[config.mk]
export PLATFORM = sky130hd
export DESIGN_NAME = sdram_arb
export DESIGN_NICKNAME = d
export VERILOG_FILES = /design/src/rtl/sdram_arb_pkg.sv /design/src/rtl/sdram_arb_tag_fifo.sv /design/src/rtl/sdram_arb.sv
export SDC_FILE = /design/constraint.sdc
export NUM_CORES = 1
export LEC_CHECK = 0
export BUFFER_PORTS_ARGS = -buffer_cell sky130_fd_sc_hd__buf_2
export CORE_UTILIZATION = 39
export CTS_CLUSTER_DIAMETER = 40
export DETAILED_ROUTE_END_ITERATION = 8
export PLACE_DENSITY = 0.87
export SKIP_CTS_REPAIR_TIMING = 1
export SYNTH_ARGS = -nofsm -noshare
export SYNTH_HDL_FRONTEND = slang
export SYNTH_HIERARCHICAL = 1
export SYNTH_SLANG_ARGS = --single-unit
export TNS_END_PERCENT = 50
[constraint.sdc]
create_clock -name clk_clk -period 5.7 [get_ports clk_clk]
set_input_delay 0.285 -clock clk_clk [delete_from_list [all_inputs] [get_ports clk_clk]]
set_output_delay 0.285 -clock clk_clk [all_outputs]
set_load 0.005 [all_outputs]
[src/rtl/sdram_arb_pkg.sv]
// Shared types for the two-master SDRAM arbiter.
// Master ID, arbiter state enum and default read-pending depth.
package sdram_arb_pkg;

   typedef logic mid_t;

   typedef enum logic {
      IDLE   = 1'b0,
      LOCKED = 1'b1
   } arb_st_t;

   localparam int MAX_PEND_DEF = 4;

endpackage

[src/rtl/sdram_arb_tag_fifo.sv]
// Ordered FIFO of master IDs for reads still owed by the controller.
// Ports: clk_i/rst_ni, push_i+tag_i, pop_i, full_o, empty_o, head_o.
module sdram_arb_tag_fifo
   import sdram_arb_pkg::*;
#(
   parameter int DEPTH = MAX_PEND_DEF
) (
   input  logic clk_i,
   input  logic rst_ni,
   input  logic push_i,
   input  mid_t tag_i,
   input  logic pop_i,
   output logic full_o,
   output logic empty_o,
   output mid_t head_o
);

   localparam int PW = $clog2(DEPTH);
   localparam int CW = $clog2(DEPTH + 1);

   logic [PW-1:0] wp_q, wp_d;
   logic [PW-1:0] rp_q, rp_d;
   logic [CW-1:0] cnt_q, cnt_d;
   mid_t          mem_q [DEPTH];
   logic          do_push;
   logic          do_pop;

   assign full_o  = (cnt_q == CW'(DEPTH));
   assign empty_o = (cnt_q == '0);
   assign head_o  = mem_q[rp_q];

   // A pop in the same cycle frees the slot, so a push is
   // taken even while full.
   assign do_pop  = pop_i & ~empty_o;
   assign do_push = push_i & (~full_o | do_pop);

   always_comb begin
      wp_d  = wp_q + PW'(do_push);
      rp_d  = rp_q + PW'(do_pop);
      cnt_d = cnt_q + CW'(do_push) - CW'(do_pop);
   end

   always_ff @(posedge clk_i or negedge rst_ni) begin
      if (!rst_ni) begin
         wp_q  <= '0;
         rp_q  <= '0;
         cnt_q <= '0;
      end else begin
         wp_q  <= wp_d;
         rp_q  <= rp_d;
         cnt_q <= cnt_d;
      end
   end

   always_ff @(posedge clk_i) begin
      if (do_push) mem_q[wp_q] <= tag_i;
   end

endmodule

[src/rtl/sdram_arb.sv]
// Round-robin Avalon-MM arbiter: two masters onto one SDRAM slave.
// Ports: m0_*/m1_* master sides, s_* controller side, clk_clk, reset_reset_n.
module sdram_arb
   import sdram_arb_pkg::*;
#(
   parameter int ADDR_W   = 22,
   parameter int DATA_W   = 16,
   parameter int BE_W     = 2,
   parameter int MAX_PEND = MAX_PEND_DEF
) (
   input  logic              clk_clk,
   input  logic              reset_reset_n,
   input  logic [ADDR_W-1:0] m0_address,
   input  logic              m0_read,
   input  logic              m0_write,
   input  logic [DATA_W-1:0] m0_writedata,
   input  logic [BE_W-1:0]   m0_byteenable,
   output logic              m0_waitrequest,
   output logic [DATA_W-1:0] m0_readdata,
   output logic              m0_readdatavalid,
   input  logic [ADDR_W-1:0] m1_address,
   input  logic              m1_read,
   input  logic              m1_write,
   input  logic [DATA_W-1:0] m1_writedata,
   input  logic [BE_W-1:0]   m1_byteenable,
   output logic              m1_waitrequest,
   output logic [DATA_W-1:0] m1_readdata,
   output logic              m1_readdatavalid,
   output logic [ADDR_W-1:0] s_address,
   output logic              s_read,
   output logic              s_write,
   output logic [DATA_W-1:0] s_writedata,
   output logic [BE_W-1:0]   s_byteenable,
   input  logic              s_waitrequest,
   input  logic [DATA_W-1:0] s_readdata,
   input  logic              s_readdatavalid
);

   logic    rst_done_q;
   arb_st_t st_q, st_d;
   mid_t    own_q, own_d;
   mid_t    last_q, last_d;

   logic    full, empty, push, pop;
   mid_t    head;
   logic    rd_ok, elig0, elig1;
   logic    sel_vld, fwd, accept;
   mid_t    sel_id;

   // Outputs stay at reset values until the first edge after release.
   always_ff @(posedge clk_clk or negedge reset_reset_n) begin
      if (!reset_reset_n) rst_done_q <= 1'b0;
      else                rst_done_q <= 1'b1;
   end

   assign pop   = rst_done_q & s_readdatavalid & ~empty;
   assign rd_ok = ~full | pop;
   assign elig0 = m0_write | (m0_read & rd_ok);
   assign elig1 = m1_write | (m1_read & rd_ok);

   always_comb begin
      sel_vld = 1'b0;
      sel_id  = 1'b0;
      if (st_q == LOCKED) begin
         sel_id  = own_q;
         sel_vld = own_q ? (m1_read | m1_write)
                         : (m0_read | m0_write);
      end else begin
         unique case (1'b1)
            elig0 & elig1: begin
               sel_vld = 1'b1;
               sel_id  = ~last_q;
            end
            elig0 & ~elig1: begin
               sel_vld = 1'b1;
               sel_id  = 1'b0;
            end
            elig1 & ~elig0: begin
               sel_vld = 1'b1;
               sel_id  = 1'b1;
            end
            default: ;
         endcase
      end
   end

   assign fwd     = rst_done_q & sel_vld;
   assign s_read  = fwd & (sel_id ? m1_read : m0_read);
   assign s_write = fwd & (sel_id ? m1_write : m0_write);

   always_comb begin
      s_address    = '0;
      s_writedata  = '0;
      s_byteenable = '0;
      if (rst_done_q) begin
         if (fwd & sel_id) begin
            s_address    = m1_address;
            s_writedata  = m1_writedata;
            s_byteenable = m1_byteenable;
         end else begin
            s_address    = m0_address;
            s_writedata  = m0_writedata;
            s_byteenable = m0_byteenable;
         end
      end
   end

   assign accept = (s_read | s_write) & ~s_waitrequest;
   assign push   = accept & s_read;

   assign m0_waitrequest = ~(accept & (sel_id == 1'b0));
   assign m1_waitrequest = ~(accept & (sel_id == 1'b1));

   assign m0_readdata = s_readdata;
   assign m1_readdata = s_readdata;
   assign m0_readdatavalid = pop & (head == 1'b0);
   assign m1_readdatavalid = pop & (head == 1'b1);

   always_comb begin
      st_d   = st_q;
      own_d  = own_q;
      last_d = last_q;
      if (accept) last_d = sel_id;
      unique case (st_q)
         IDLE: begin
            if (fwd & s_waitrequest) begin
               st_d  = LOCKED;
               own_d = sel_id;
            end
         end
         LOCKED: begin
            // Owner dropping its request is a protocol error;
            // release the lock rather than hang.
            if (accept | ~sel_vld) st_d = IDLE;
         end
         default: st_d = IDLE;
      endcase
   end

   always_ff @(posedge clk_clk or negedge reset_reset_n) begin
      if (!reset_reset_n) begin
         st_q   <= IDLE;
         own_q  <= 1'b0;
         last_q <= 1'b1;
      end else begin
         st_q   <= st_d;
         own_q  <= own_d;
         last_q <= last_d;
      end
   end

   sdram_arb_tag_fifo #(
      .DEPTH (MAX_PEND)
   ) u_tags (
      .clk_i   (clk_clk),
      .rst_ni  (reset_reset_n),
      .push_i  (push),
      .tag_i   (sel_id),
      .pop_i   (pop),
      .full_o  (full),
      .empty_o (empty),
      .head_o  (head)
   );

   a_owner_holds: assert property (
      @(posedge clk_clk) disable iff (!reset_reset_n || !rst_done_q)
      (st_q == LOCKED) |-> sel_vld);

   a_rdv_has_tag: assert property (
      @(posedge clk_clk) disable iff (!reset_reset_n || !rst_done_q)
      s_readdatavalid |-> !empty);

endmodule

* Word level (Yosys, flattened, before mapping)
Memory sizes are Yosys's and may differ from the RTL's.
Cells that the tools add are included.
** Storage, ports and cells
- Flip-flop bits (word level) :: 11
- Memory bits (writable) :: 4
- Input port bits :: 104
- Output and inout port bits :: 78
- Logic and storage cells :: 74
- Memories :: 1
** Memory list
- u_tags.mem_q :: depth 4, bits a word 1, read ports 1, clocked after memory_dff 0, wr ports 1, line sdram_arb_tag_fifo.sv:24 : mid_t mem_q [DEPTH];
** Cells by class
- Add/sub/neg operators :: 4
- Equality and inequality tests :: 1
- Multiplexer cells :: 18
- Bitwise operators :: 40
- Reductions and logical operators :: 3
** Operators with widths (count)
- 22-bit two-way mux :: 2
- 16-bit two-way mux :: 2
- 1-bit bitwise AND :: 20
- 1-bit NOT :: 12
- 1-bit two-way mux :: 10
- 1-bit bitwise OR :: 8
- 2-bit by 1-bit adder with 2-bit output :: 2
- 2-bit two-way mux :: 2
- 1-bit case mux with 2 select lines :: 2
- 3-bit by 1-bit adder with 3-bit output :: 1
- 3-bit == test (second input constant) :: 1
- 3-bit zero test :: 1
- 3-bit OR reduction :: 1
- 3-bit by 1-bit subtractor with 3-bit output :: 1
- 2-bit AND reduction :: 1

* Depth between registers and ports, before layout
Gate-level depths: netlist of the first run.
- Depth in word-level cells :: 19
- Depth in mapped cells :: 15
- Gate-level depth less buffers :: 14

* By module
The synthesis of the first run kept the hierarchy.
** Modules (own cells, without submodules)
- sdram_arb :: times used 1, cells an instance 215, area an instance 1287.5 um2
- sdram_arb_tag_fifo :: times used 1, cells an instance 37, area an instance 521.8 um2

* Worst setup path after synthesis of the first run
OpenSTA, ideal clock, no wires.
- Kind :: reg2reg
- Start :: register u_tags.cnt_q[1]
- End :: register u_tags.cnt_q[2]
- Library setup time :: 0.123 ns
- Arrival :: 3.134 ns
- Required time :: 5.577 ns
- Slack :: 2.443 ns
- Stages on the path, launching flop included :: 16
- Path buffers :: 1
- Cell sequence :: dfrtp_1 > or3_4 > inv_1 > nand3b_4 > inv_2 > nor3b_1 > o41ai_2 > buf_4 > mux2i_1 > nor2_1 > nand3b_2 > a21bo_1 > ha_1 > fa_1 > xnor2_1 > xnor2_1
** On the way
- Cells in the longest elaborated chain, start to end :: 19
- Elaborated cells on any way between the ends :: 33
- Classes of those cells :: add/sub: 2; eq/ne: 1; mux: 6; bitwise: 22; reduce/logical: 2
** Ends and longest elaborated chain
- start: declaration :: line sdram_arb_tag_fifo.sv:23 : logic [CW-1:0] cnt_q, cnt_d;
- start signal: assignment :: line sdram_arb_tag_fifo.sv:51 : cnt_q <= cnt_d;
- 3-bit zero test (*) :: line sdram_arb_tag_fifo.sv:29 : assign empty_o = (cnt_q == '0);
- via empty :: line sdram_arb.sv:44 : logic full, empty, push, pop;
- 1-bit NOT (*) :: line sdram_arb.sv:56 : assign pop = rst_done_q & s_readdatavalid & ~empty;
- 1-bit bitwise AND (*) :: line sdram_arb.sv:56
- via pop :: line sdram_arb.sv:44
- 1-bit bitwise OR (*) :: line sdram_arb.sv:57 : assign rd_ok = ~full | pop;
- 1-bit bitwise AND (on tied branches) :: line sdram_arb.sv:59, sdram_arb.sv:58
- 1-bit bitwise OR (on tied branches) :: line sdram_arb.sv:59, sdram_arb.sv:58
- [... 7 more ...]
- 1-bit bitwise OR :: line sdram_arb.sv:108 : assign accept = (s_read | s_write) & ~s_waitrequest;
- 1-bit bitwise AND :: line sdram_arb.sv:108
- 1-bit bitwise AND (*) :: line sdram_arb.sv:109 : assign push = accept & s_read;
- via push :: line sdram_arb.sv:44
- 1-bit bitwise AND (*) :: line sdram_arb_tag_fifo.sv:35 : assign do_push = push_i & (~full_o | do_pop);
- 3-bit by 1-bit adder with 3-bit output (*) :: line sdram_arb_tag_fifo.sv:40 : cnt_d = cnt_q + CW'(do_push) - CW'(do_pop);
- 3-bit by 1-bit subtractor with 3-bit output (*) :: line sdram_arb_tag_fifo.sv:40
- via u_tags.cnt_d[2] :: line sdram_arb_tag_fifo.sv:23
The timed path passes the listed nets; every way through them passes the cells marked *.
A chain may end at the register's enable or synchronous reset.

* Final worst setup path of the first run
- Start :: register u_tags.cnt_q[1]
- End :: output s_writedata[0]
** On the way
- Cells in the longest elaborated chain, start to end :: 15
- Elaborated cells on any way between the ends :: 24
- Classes of those cells :: eq/ne: 1; mux: 6; bitwise: 15; reduce/logical: 2
** Ends and longest elaborated chain
- 3-bit zero test (*) :: line sdram_arb_tag_fifo.sv:29
- via empty :: line sdram_arb.sv:44
- 1-bit NOT (*) :: line sdram_arb.sv:56
- 1-bit bitwise AND (*) :: line sdram_arb.sv:56
- 1-bit bitwise OR (*) :: line sdram_arb.sv:57
- 1-bit bitwise AND (on tied branches) :: line sdram_arb.sv:59, sdram_arb.sv:58
- 1-bit bitwise OR (on tied branches) :: line sdram_arb.sv:59, sdram_arb.sv:58
- 1-bit NOT (on tied branches) :: line sdram_arb.sv:74, sdram_arb.sv:78
- 1-bit bitwise AND (on tied branches) :: line sdram_arb.sv:74, sdram_arb.sv:78
- 3-bit OR reduction (no line)
- 1-bit two-way mux :: line sdram_arb.sv:69 : unique case (1'b1)
- 1-bit two-way mux :: line sdram_arb.sv:64 : if (st_q == LOCKED) begin
- 1-bit bitwise AND :: line sdram_arb.sv:87 : assign fwd = rst_done_q & sel_vld;
- 1-bit bitwise AND (*) :: line sdram_arb.sv:96 : if (fwd & sel_id) begin
- 16-bit two-way mux (*) :: line sdram_arb.sv:96
- 16-bit two-way mux (*) :: line sdram_arb.sv:95 : if (rst_done_q) begin
- end: declaration :: line sdram_arb.sv:32 : output logic [DATA_W-1:0] s_writedata,
Marked as above.

==> impl_metrics.csv, run 1 <==
group,metric,value,unit
logic_synthesis,synth_seq_cells,15,
detailed_routing,ant_nets,0,
flow_run,drv_cap,0,
logic_synthesis,synth_most_common_cell,"nand2_1",
timing,fmax,275,MHz
final_layout,syn2layout_area_growth,24.8,%
detailed_routing,num_vias,2102,
logic_synthesis,ys_warn_count,6,
clock_tree,clk_pin_slew,0.06,ns
detailed_routing,via_per_inst,5.34,
logic_synthesis,syn_area,1810,µm²
clock_tree,tritoncts,"yes",
timing,setup_viol,0,
final_layout,drive_gt1_share,45.0,%
setup_path,startpoint,"u_tags/cnt_q[1]",
floorplan,core,4410,µm²
logic_synthesis,synth_seq_area_share,21.9,%
clock_tree,htree_levels,1,
logic_synthesis,synth.distinct_cells,42,
detailed_routing,dr.pass1.iters,4,
place,place.gp.congestion,0.882,
timing,relSlewSlack,61.7,%
floorplan,die_area,4920,µm²
setup_path,r2r_slack,2.17,ns
clock_tree,cts-root-buf,"clkbuf_8",
timing,setup-tns-final,0,ns
run_status,status,"finished clean",
timing,rsz0062_at_grt,"false",
logic_synthesis,synth_cells,252,
grt,grt_max_degree,50,
detailed_routing,drcViolationCount,0,
clock_tree,tritoncts.num_buffers,3,
pwr,peakVddDrop,0.139,mV
setup_path,crit_type,"reg2out",
timing,period_minus_slack,3.64,ns
pwr,power,0.000737,W
timing,worst_slew_pin_slew,0.574,ns
floorplan,dieWidth,70.1,µm
floorplan,placement_rows,24,
grt,overflow,0,
logic_synthesis,yosysTopAreaCell,"buf_4",
setup_path,cp-start-kind,"flop",
grt,grt_pass1_wl,9.52,mm
clock_tree,clock_sinks,15,
final_layout,final_net_count,451,
place,pre_cts_slack,2.18,ns
floorplan,die_y,70.1,µm
setup_path,reg2reg_depth,14,
pwr,power_density,327,nW/µm²
timing,slew_violations,0,
logic_synthesis,synthFlopType,"dfrtp_1",
detailed_routing,drt-initial-drc-count,176,
floorplan,boundaryPins,182,
setup_path,crit_fanout,49,
clock_tree,clock_latency,0.25,ns
timing,skew,0.00218,ns
logic_synthesis,yosys-top-cells-area,"buf_4 (16%), dfrtp_1 (14%), nand3_1 (11%), o21ai_0 (11%), nand2_1 (9.8%)",
logic_synthesis,synth_top_cell_area_share,15.8,%
pwr,cellLeakagePower,1.19,nW
place,io_buffers,133,
setup_path,reg2reg_from,"u_tags/cnt_q[1]",
place,dpl.hpwl,4.98,mm
detailed_routing,wl_per_cell,15.8,µm
setup_path,worst_setup_path_end_kind,"output pin",
logic_synthesis,synthArstFlopShare,73.3,%
grt,grt_pass1_vias,1926,
setup_path,worstPathRequired,5.41,ns
setup_path,crit_arrival,3.35,ns
timing,setup_ws,2.06,ns
min_path,min_path_type,"in2async",
detailed_routing,drt-total-wl,6.21,mm
timing,fin_crit_sh,63.8,%
clock_tree,clk_path_buf_depth,2,
logic_synthesis,synth_edf_count,4,
logic_synthesis,syn_area_per_cell,7.18,µm²
logic_synthesis,yosys-top-cells-count,"nand2_1 (47), nand3_1 (41), o21ai_0 (41), buf_4 (38), dfrtp_1 (10)",
grt,antenna_found_initial,0,
grt,gr-usage-all-layers,24.9,%
floorplan,start_util,41.0,%
logic_synthesis,syn-num-nets,360,
final_layout,antenna_cells,0,
timing,hold_violations,0,
## cell type report
cell class	count	area [µm²]
fill	425	2160
multi-input combinational	180	1030
timing repair buffer	137	698
sequential	15	397
tap	52	65.1
clock buffer	3	41.3
inverter	6	22.5
clock inverter	1	5.00
## critical path, stage by stage, from the launching register on
cell      delay (ns)
dfrtp_1         0.45
or3_4           0.41
inv_1           0.06
nand3b_4        0.14
a21oi_1         0.11
o41ai_4         0.38
buf_4           0.47
and2_2          0.62
o21ai_0         0.24
buf_2           0.19
## metal layers
metal | part of all wire, % | global-route usage [%] | wire (µm) | vias up
li1 | - | - | - | 1008
met1 | 42 | 32.7 | 2600 | 952
met2 | 42 | 36.9 | 2590 | 131
met3 | 16 | 13.0 | 971 | 11
met4 | 0.77 | 4.22 | 48 | 0
met5 | 0 | 0 | 0 | -
## stage by stage
stage | area (µm²) | util (%) | hold slack [ns] | std cells
finish | 2260 | 51.1 | 0.435 | 394
global route | 2260 | 51.1 | 0.440 | 394
CTS | 2250 | 50.9 | -0.0972 | 393
detailed placement | 2200 | 49.9 | 0.171 | 389
global placement | 2200 | 49.9 | 0.163 | 389
floorplan | 1810 | - | -0.0106 | 252
## cell usage in the layout, fill, tap and decap left out, types with 4 or more instances in the layout
cell type / synthesis / layout
nor2_1: 7 / 7
buf_2: 1 / 133
dfrtp_1: 10 / 10
o21ai_0: 41 / 41
edfxtp_1: 4 / 4
inv_1: 5 / 5
nand3_1: 41 / 41
nor3b_1: 4 / 4
nor3_1: 5 / 5
nand2_1: 47 / 47
## state kept, by name, summed over array words and instances, names as in the netlist
name / cells
u_tags/cnt_q: 3
own_q: 1
last_q: 1
u_tags/mem_q: 4
u_tags/wp_q: 2
rst_done_q: 1
st_q: 1
u_tags/rp_q: 2
## where the power goes
group / internal [W] / total [W] / leakage (nW) / switching [W]
logic: 0.000194 / 0.000450 / 0.995 / 0.000255
clock network: 0.0000484 / 0.0000863 / 0.0255 / 0.0000379
registers: 0.000158 / 0.000201 / 0.166 / 0.0000434
total: 0.000400 / 0.000737 / 1.19 / 0.000337
## path summary, 6_finish.rpt
path / end
hold reg to reg: u_tags/rp_q[1]
setup / recovery: s_writedata[0]
min in group clk_clk: last_q
max in group asynchronous: last_q
setup reg to reg: u_tags/cnt_q[2]
hold / removal: own_q
## logic make-up (layout without fill, tap and decap cells)
group | after synthesis | after routing | share of synthesized area (%)
buffers and inverters | 57 | 147 | 21.9
multiplexers | 4 | 4 | 2.97
adder cells (fa/ha/maj) | 4 | 4 | 3.18
AO/OA/AOI/OAI | 52 | 52 | 17.2
XOR/XNOR | 4 | 4 | 1.94
other | 1 | 1 | 0.207
AND/OR/NAND/NOR | 115 | 115 | 30.8
flip-flops | 15 | 15 | 21.9
Note: power is estimated with default switching activity, not from simulation.
==> inputs of run 2 (changes only) <==
--- a/config.mk
+++ b/config.mk
@@ -5,11 +5,13 @@
 export SDC_FILE = /design/constraint.sdc
 export NUM_CORES = 1
 export LEC_CHECK = 0
+export ABC_AREA = 1
 export BUFFER_PORTS_ARGS = -buffer_cell sky130_fd_sc_hd__buf_2
-export CORE_UTILIZATION = 39
+export CORE_ASPECT_RATIO = 1.5
+export CORE_UTILIZATION = 36
 export CTS_CLUSTER_DIAMETER = 40
 export DETAILED_ROUTE_END_ITERATION = 8
-export PLACE_DENSITY = 0.87
+export PLACE_DENSITY = 0.79
 export SKIP_CTS_REPAIR_TIMING = 1
 export SYNTH_ARGS = -nofsm -noshare
 export SYNTH_HDL_FRONTEND = slang
==> constraint.sdc (replaced) <==
create_clock -name clk_clk -period 3.1 [get_ports clk_clk]
set_input_delay 0.155 -clock clk_clk [delete_from_list [all_inputs] [get_ports clk_clk]]
set_output_delay 0.155 -clock clk_clk [all_outputs]
set_load 0.005 [all_outputs]
==> run 2 against run 1 <==
  * Critical path depth is 9 higher
  * Clock skew is 0.0010 ns higher
  * Wire length is 14% lower
  * Total power is 100% higher
  * Critical endpoint is now u_tags/cnt_q[2]
  * Highest routed layer unchanged
  * Critical path type is now reg2reg
==> impl_metrics.csv, run 2 <==
group,metric,value,unit
final_layout,top_register,"u_tags/mem_q",
logic_synthesis,synth_cells,362,
timing,rsz0062_at_grt,"false",
timing,skew,0.00318,ns
clock_tree,htree_levels,1,
logic_synthesis,synth-compound-area-share,11.1,%
final_layout,nFillCells,637,
timing,period_minus_slack,2.78,ns
run_status,status,"finished clean",
detailed_routing,drt-initial-drc-count,52,
final_layout,layout_commonest_cell,"buf_2",
setup_path,crit_arrival,2.92,ns
setup_path,worstPathRequired,3.24,ns
floorplan,placement_rows,34,
logic_synthesis,synth_most_common_cell,"nand2_1",
logic_synthesis,synth_edf_count,4,
detailed_routing,drcViolationCount,0,
grt,grt_pass1_vias,1977,
place,place.gp.congestion,0.841,
logic_synthesis,synth_fa_ha_area_share,2.69,%
setup_path,reg2reg_depth,18,
clock_tree,clk_path_buf_depth,2,
logic_synthesis,synth_top_family_by_area,"simple AND/OR/NAND/NOR gates",
floorplan,start_util,37.0,%
grt,gr-usage-all-layers,16.3,%
pwr,power_density,584,nW/µm²
logic_synthesis,muxShareOfSynthArea,0,%
clock_tree,clock_sinks,15,
logic_synthesis,synthFlopType,"dfrtp_1",
grt,grt_max_degree,89,
detailed_routing,wl_per_cell,10.3,µm
timing,setup-tns-final,0,ns
grt,antenna_found_initial,0,
setup_path,crit_fanout,5,
clock_tree,cts-root-buf,"clkbuf_8",
logic_synthesis,synth_seq_area_share,18.5,%
setup_path,crit_type,"reg2reg",
logic_synthesis,synthArstFlopShare,73.3,%
timing,relSlewSlack,47.1,%
place,io_buffers,133,
logic_synthesis,syn_area,2140,µm²
timing,setup_viol,0,
logic_synthesis,yosys-top-cells-count,"nand2_1 (63), inv_1 (58), nor2_1 (53), nand3_1 (48), a21oi_1 (41)",
flow_run,drv_cap,0,
setup_path,worst_setup_path_end_kind,"flop",
timing,worst_slew_pin_slew,0.793,ns
logic_synthesis,yosys.area_share.simple,35.8,%
final_layout,most-common-layout-cells,"buf_2 (133), nand2_1 (63), inv_1 (58)",
logic_synthesis,yosys-top-cells-area,"buf_4 (13%), dfrtp_1 (12%), nand3_1 (11%), nand2_1 (11%), inv_1 (10%)",
clock_tree,clk_pin_slew,0.06,ns
floorplan,die_y,96.4,µm
grt,overflow,0,
logic_synthesis,synth_seq_cells,15,
clock_tree,clock_latency,0.25,ns
pwr,cellLeakagePower,1.62,nW
detailed_routing,dr.pass1.iters,6,
final_layout,syn2layout_area_growth,19.6,%
grt,grt_pass1_wl,8.13,mm
final_layout,final_net_count,558,
clock_tree,tritoncts,"yes",
place,dpl.hpwl,4.21,mm
floorplan,core,5790,µm²
timing,fin_crit_sh,89.8,%
final_layout,largest_register_ffs,4,
min_path,worstHoldPathCells,3,
logic_synthesis,yosysTopAreaCell,"buf_4",
setup_path,cp-start-kind,"flop",
timing,hold_violations,0,
logic_synthesis,synth_top_cell_area_share,12.6,%
timing,fmax,359,MHz
floorplan,die_area,6260,µm²
logic_synthesis,ys_warn_count,6,
pwr,power,0.00150,W
detailed_routing,via_per_inst,4.71,
timing,slew_violations,0,
min_path,min_path_type,"in2reg",
detailed_routing,num_vias,2452,
logic_synthesis,syn-num-nets,470,
floorplan,boundaryPins,182,
floorplan,dieWidth,64.9,µm
logic_synthesis,synth.distinct_cells,28,
clock_tree,tritoncts.num_buffers,3,
timing,holdWs,0.223,ns
logic_synthesis,syn_area_per_cell,5.91,µm²
logic_synthesis,synth_xor_area_share,1.23,%
final_layout,antenna_cells,0,
final_layout,reg_top3,"u_tags/mem_q: 4 flops, u_tags/cnt_q: 3 flops",
detailed_routing,drt-total-wl,5.35,mm
pwr,peakVddDrop,0.488,mV
final_layout,final_core_util,44.2,%
detailed_routing,ant_nets,0,
final_layout,drive_gt1_share,33.9,%
run 2: cell count changes after synthesis, sizes merged, moves of 3 or more:
cell	before	now
inv	6	60
nor2	7	54
a21oi	2	41
o21ai	42	5
nand2	47	68
nand3	41	49
nor3	5	0
buf	47	51
nor3b	4	0
and2	3	0
run 2: worst max-delay path, stage by stage, from the launching register on:
cell      delay, ns
dfrtp_1        0.40
nor2_2         0.17
nand2_2        0.09
inv_1          0.07
clkinv_1       0.09
nand3_4        0.09
nand3_1        0.07
nand2_1        0.09
nor2_1         0.04
nand2_1        0.12
nand2_2        0.07
nand2_1        0.07
nand3_1        0.08
nor2_1         0.19
nand3b_1       0.19
nand2_1        0.08
ha_1           0.21
fa_1           0.40
xnor2_1        0.13
run 2: final cells by class:
type                    instances  area, µm²  share of cell area [%]
clock buffers                   3       41.3                    1.61
clock inverters                 1       5.00                   0.196
inverters                      61        229                    8.95
multi-input cells             231       1090                    42.6
flip-flops and latches         15        397                    15.5
well taps                      72       90.1                    3.52
repair buffers                138        706                    27.6
run 2: cell families (layout without fill, tap and decap cells):
family	Yosys count	count (layout)
simple gates	176	176
xor+xnor	3	3
flops	15	15
compound gates	47	47
other cells	1	1
buf+inv	116	203
fa+ha+maj	4	4
run 2: power breakdown:
group,switching (W),internal [W]
clock network,0.0000712,0.0000890
logic,0.000614,0.000362
registers,0.0000655,0.000294
run 2: final timing paths:
| check | startpoint | to | slack, ns |
|---|---|---|---|
| worst max-delay path | u_tags/cnt_q[1] | u_tags/cnt_q[2] | 0.32 |
| worst max register to register | u_tags/cnt_q[1] | u_tags/cnt_q[2] | 0.32 |
| max in group asynchronous | reset_reset_n | last_q | 2.52 |
| worst min register to register | last_q | last_q | 0.49 |
| worst min-delay path | s_waitrequest | own_q | 0.22 |
| min in group asynchronous | reset_reset_n | u_tags/cnt_q[1] | 0.32 |
run 2: per-stage QoR:
step / instances / setup slack (ns) / instance area (µm²)
after floorplan: 362 / 0.427 / 2140
after global placement: 516 / 0.489 / 2500
after detailed placement: 516 / 0.334 / 2500
after CTS: 520 / 0.315 / 2550
after global routing: 521 / 0.0448 / 2560
final: 521 / 0.317 / 2560
run 2: per-layer routing:
layer | global-route usage (%) | vias to the layer above | part of all wire [%]
met5 | 0 | - | 0
li1 | - | 1254 | -
met1 | 17.2 | 1093 | 39
met4 | 6.11 | 0 | 1.8
met3 | 1.53 | 19 | 5.7
met2 | 32.4 | 86 | 54
